<file path="config.mk">
export PLATFORM = sky130hd
export DESIGN_NAME = io_input_conditioner
export DESIGN_NICKNAME = d
export VERILOG_FILES = /design/src/rtl/io_input_conditioner.sv
export SDC_FILE = /design/constraint.sdc
export NUM_CORES = 1
export LEC_CHECK = 0
export CORE_AREA = 2 2 160 162
export CTS_BUF_LIST = sky130_fd_sc_hd__clkbuf_4
export DETAILED_ROUTE_END_ITERATION = 8
export DIE_AREA = 0 0 162 164
export GPL_TIMING_DRIVEN = 1
export PLACE_DENSITY = 0.74
export SLEW_MARGIN = 20
export SYNTH_ARGS = -nofsm -noshare
export SYNTH_HDL_FRONTEND = slang
export SYNTH_SLANG_ARGS = --single-unit
</file>
<file path="constraint.sdc">
create_clock -name clk -period 1.8 [get_ports clk]
set_clock_uncertainty 0.1 [all_clocks]
set_input_delay 0.36 -clock clk [delete_from_list [all_inputs] [get_ports clk]]
set_output_delay 0.36 -clock clk [all_outputs]
set_load 0.01 [all_outputs]
</file>
<file path="src/rtl/io_input_conditioner.sv">
// Synchronizes and debounces raw pushbuttons (active-low) and slide switches,
// producing debounced levels, one-cycle press pulses and sticky press flags.
module io_input_conditioner #(
  parameter int DEBOUNCE_CYCLES = 4,
  parameter int CNT_W           = 16
) (
  input  logic       clk,
  input  logic       reset,
  input  logic [3:0] buttons_n,
  input  logic [9:0] switches_raw,
  input  logic [3:0] evt_clr,
  output logic [3:0] btn_level,
  output logic [3:0] btn_press,
  output logic [3:0] btn_event,
  output logic       evt_any,
  output logic [9:0] sw_stable
);

  localparam int NCH = 14;
  localparam logic [CNT_W-1:0] CNT_MAX = CNT_W'(DEBOUNCE_CYCLES - 1);

  logic [3:0]     btn_sync_p1, btn_sync_p2;
  logic [9:0]     sw_sync_p1, sw_sync_p2;
  logic [NCH-1:0] sample;
  logic [NCH-1:0] stable, stable_nxt;
  logic [CNT_W-1:0] cnt     [NCH];
  logic [CNT_W-1:0] cnt_nxt [NCH];
  logic [3:0]     rise;

  // Buttons are inverted only after the synchronizer so both flops stay logic-free.
  assign sample = {sw_sync_p2, ~btn_sync_p2};

  always_comb begin
    stable_nxt = stable;
    for (int i = 0; i < NCH; i++) begin
      cnt_nxt[i] = '0;
      if (sample[i] != stable[i]) begin
        if (cnt[i] == CNT_MAX) stable_nxt[i] = sample[i];
        else                   cnt_nxt[i]    = cnt[i] + CNT_W'(1);
      end
    end
  end

  assign rise = stable_nxt[3:0] & ~stable[3:0];

  always_ff @(posedge clk) begin
    if (reset) begin
      btn_sync_p1 <= 4'hF;
      btn_sync_p2 <= 4'hF;
      sw_sync_p1  <= '0;
      sw_sync_p2  <= '0;
      stable      <= '0;
      btn_press   <= '0;
      btn_event   <= '0;
      for (int i = 0; i < NCH; i++) cnt[i] <= '0;
    end else begin
      // Stage p1/p2: two-flop synchronizer.
      btn_sync_p1 <= buttons_n;
      btn_sync_p2 <= btn_sync_p1;
      sw_sync_p1  <= switches_raw;
      sw_sync_p2  <= sw_sync_p1;
      // Debounce stage: set beats clear on the event flags.
      stable      <= stable_nxt;
      btn_press   <= rise;
      btn_event   <= rise | (btn_event & ~evt_clr);
      for (int i = 0; i < NCH; i++) cnt[i] <= cnt_nxt[i];
    end
  end

  assign btn_level = stable[3:0];
  assign sw_stable = stable[13:4];
  assign evt_any   = |btn_event;

endmodule

</file>
======== Word-level counts from Yosys, hierarchy flattened ========
Memory sizes are Yosys's and may differ from the RTL's.
Cells that the tools add are included.
W data, S select, Z words.
operators by class
  add/sub/neg operators ................... 14
  eq/ne operators ......................... 28
  muxes and demuxes ....................... 53
  bitwise logic cells ..................... 20
  reduce and logical (&&, ||, !) cells .... 11
operators with widths
  operator                 count
  $mux W16                 42
  $add A16 B1 Y16 const B  14
  $eq A16 B2 Y1 const B    14
  $reduce_and A2 Y1        10
  $ne A1 B1 Y1             14
  $or A1 B1 Y1             14
  $not A4 Y4               3
  $mux W1                  11
  $and A4 B4 Y4            2
  $or A4 B4 Y4             1
  $reduce_or A4 Y1         1
word-level totals
  bits in registers ....................... 50
  memory bits (writable) .................. 224
  bits of input ports ..................... 20
  output and inout bits ................... 23
  word-level logic and storage cells ...... 144
  memories kept ........................... 1
memories
  memory  depth  width  rd ports  clocked after memory_dff  write ports  line  text
  cnt     14     16     14        0                         14           26    logic [CNT_W-1:0] cnt [NCH];

======== Longest topological paths before layout ========
  word-level depth ........................ 5
  gate-level depth with buffers ........... 7
  gate-level depth less buffers ........... 5

======== Least setup slack after synthesis ========
OpenSTA, ideal clock, no wires.
  kind .................................... register to register
  from .................................... mem cnt[1][0], in the netlist cnt[0][16]
  to ...................................... mem cnt[1][6], in the netlist cnt[0][22]
  library setup time ...................... 117 ps
  arrival ................................. 1,574 ps
  data required time ...................... 1,583 ps
  slack ................................... 9 ps
  stages on the path, launching flop included .. 8
  buffers on the path ..................... 2
  clock period less this slack ............ 1,791 ps
  cells stage by stage .................... dfxtp_1 ha_1 clkbuf_1 nor4b_1 nand4_1 nand2_1 buf_2 nor2_1
RTL lines
  what         line
  from (decl)  26

======== Final worst setup path ========
  from .................................... reg btn_event[1]
  to ...................................... out evt_any
between the ends
  longest elaborated chain between the ends .. 1
RTL lines
  what                    line  text
  from (decl)             14    output logic [3:0] btn_event,
  from (signal assigned)  65    btn_event <= rise | (btn_event & ~evt_clr);
  $reduce_or A4 Y1        72    assign evt_any = |btn_event;
  to (decl)               15    output logic evt_any,
No other way between the ends.

==> flow_metrics.tcl <==
set metrics [dict create \
    status "finished with violations" \
    violations "negative setup slack" \
    final_area_um2 13740 \
    synth_common_cells "dfxtp_1 (274), nor2_1 (244), xnor2_1 (135)" \
    grt-ovfl-total 0 \
    cts_tree "built" \
    cp_slowest_cell "or4_4" \
    worstMarginPinSlew_ns 0.4308 \
    synth.avg_cell_area_um2 8.858 \
    fmax_mhz 472.2 \
    hpwlAfterDp_um 14600 \
    dpl-instance-area_um2 12610 \
    total_power_mw 11.72 \
    routed_via_density 5.079 \
    p_per_area_nw_per_um2 852.8 \
    yosysTopAreaCellShare_pct 47.75 \
    clk_pin_slew_ns 0.07 \
    rows 58 \
    io_pins 43 \
    multi_input_area_um2 5889 \
    track_usage_pct 16.70 \
    p_sw_mw 2.578 \
    async_flop_share_pct 0 \
    synth_cell_types 37 \
    htree_levels 3 \
    ant_nets 0 \
    hold_ws_ns 0.1289 \
    worst_setup_path_start_kind "register" \
    finalMaxSlewViolations 0 \
    cp_max_fo 2 \
    finalSetupViolCount 1 \
    wl_per_cell_um 12.07 \
    worstSkewPairLatency_ns 0.68 \
    synth_cells 1297 \
    yosys.cell_count.top_type "dfxtp_1" \
    drive_gt1_share_pct 17.00 \
    cp_top_family "simple AND/OR/NAND/NOR gates" \
    portBuffers 42 \
    cts_buffer_depth 3 \
    utilization_pct 55.35 \
    critical_path.max_stage_delay_ns 0.53 \
    area_growth_pct 19.57 \
    holdCritPathClass "in -> reg" \
    synth_nets 1331 \
    fp.dieArea_um2 26570 \
    synth_area_leader_cell "dfxtp_1" \
    end_kind "output pin" \
    intPower_mw 9.137 \
    first_iter_violations 449 \
    synth_warnings 0 \
    synthTopCellsByArea "dfxtp_1 (48%), xnor2_1 (10%), nor2_1 (8.0%)" \
    fillCellCount 2272 \
    firstDrtPassIters 5 \
    initial_core_util_pct 46.29 \
    seq_power_share_pct 52.3 \
    reg2regPathDepth 6 \
    grt_pass1_wl_um 38400 \
    drc 0 \
    finalCritPeriodShare_pct 117.6 \
    crit_buf_inv 1 \
    die_height_um 164 \
    fin_nets 1472 \
    ys_seq_area_share_pct 47.75 \
    holdPathStages 2 \
    synth_seq_cells 274 \
    synth_edf_count 0 \
    crit_path_cell_trace "or4_4, buf_6" \
    synth_flop_cell "dfxtp_1" \
    cp_data_required_time_ns 1.34 \
    cts_buffers 71 \
    max-cap-violations 0 \
    worst-path-stages 2 \
    clockPowerShare_pct 46.2 \
    rsz0062_at_grt "true" \
    finalSetupTns_ns -0.3177 \
    slew_headroom_pct 71.28 \
    post-route-min-period_ns 2.118 \
    worstSetupPathType "reg -> out" \
    core_area_um2 24820 \
    worst_slack_ns -0.3177 \
    clockRootBuffer "clkbuf_4" \
    vias 9259 \
    leakagePower_nw 4.486 \
    hold_viol 0 \
    gp_congestion 0.8378 \
    switching_share_pct 22.01 \
    wirelength_um 22000 \
    arrival_ns 1.66 \
    antenna_found_initial 1 \
    clkSinkCount 274 \
    grt_max_degree 27 \
    pwr-share-comb_pct 1.6 \
    die_w_um 162 \
    grt_pass1_vias 8883 \
    regArea_um2 5505 \
    vdd_drop_max_uv 591.9 \
    syn_area_um2 11490 \
]
power by group through the flow:
stage	registers [mW]	logic, mW	clock network, mW
final	6.12	0.186	5.41
after global routing	6.12	0.207	5.97
after CTS	6.12	0.189	5.63
after detailed placement	6.26	0.186	0
after global placement	6.26	0.182	0
after floorplan	6.25	0.0896	0
flip-flops by register name, indices dropped and copies added, names as in the netlist:
name         flops
btn_event        4
btn_press        4
btn_sync_p1      4
btn_sync_p2      4
cnt            224
stable          14
sw_sync_p1      10
sw_sync_p2      10
cell families (layout without fill, tap and decap cells):
kind of cell / after synthesis / count (layout) / share of synthesized area [%]
other: 0 / 5 / 0
XOR/XNOR: 193 / 193 / 14.71
buffers and inverters: 64 / 255 / 2.156
AO/OA/AOI/OAI: 42 / 42 / 2.058
flip-flops: 274 / 274 / 47.75
adder cells (fa/ha/maj): 14 / 14 / 1.525
multiplexers: 10 / 10 / 0.8713
AND/OR/NAND/NOR: 700 / 700 / 30.93
metrics by stage:
step | setup slack (ns) | cells
after CTS | -0.3873 | 1811
after detailed placement | 0.02329 | 1687
after floorplan | 0.008724 | 1297
after global routing | -0.3914 | 1823
final | -0.3177 | 1823
after global placement | 0.02333 | 1687
path summary, 6_finish.rpt:
| path | start | end | slack, ns |
|---|---|---|---|
| setup / recovery | btn_event[1] | evt_any | -0.32 |
| hold / removal | switches_raw[9] | sw_sync_p1[9] | 0.13 |
| setup reg to reg | cnt[0][16] | stable[1] | 0.08 |
| hold reg to reg | btn_sync_p1[3] | btn_sync_p2[3] | 0.30 |
cell usage in the layout (no fill, tap or decap), types with 15 or more instances in the layout:
master	synthesis	routed
clkdlybuf4s50_1	0	18
dfxtp_1	274	258
nor3_1	58	58
nor2b_1	21	21
nand3_1	78	76
buf_4	0	60
nand2_1	66	66
or2_2	17	17
dfxtp_2	0	16
clkbuf_4	0	97
nor2_1	244	244
xnor2_1	135	135
clkinv_1	0	15
xor2_1	58	58
nor4_1	61	59
nand4_1	69	69
a21oi_1	25	25
and3_1	24	24
inv_1	26	26
per-layer routing:
| layer | wire length (um) | vias to the layer above | share of wire, % | GRT usage [%] |
|---|---|---|---|---|
| li1 | - | 4827 | - | - |
| met1 | 10300 | 4234 | 47 | 20.72 |
| met2 | 10300 | 152 | 47 | 27.70 |
| met3 | 927 | 46 | 4.2 | 4.520 |
| met4 | 469 | 0 | 2.1 | 6.557 |
| met5 | 0 | - | 0 | 0 |
what timing repair did:
item | CTS | global route
hold endpoints to repair | 2 | 0
buffers inserted | 0 | 7
pin swaps | 1 | 13
resized for setup | 71 | 42
gates cloned | 0 | 0
endpoints found under the setup margin | 23 | 143
hold buffers | 1 | 0
cell type report:
class | count | area share, %
tap | 330 | 3.006
clock inverter | 26 | 1.357
timing repair buffer | 106 | 6.585
clock buffer | 97 | 5.301
antenna | 5 | 0.09108
multi-input combinational | 959 | 42.87
inverter | 26 | 0.7104
sequential | 274 | 40.08
Power figures use the tool's default switching activity.
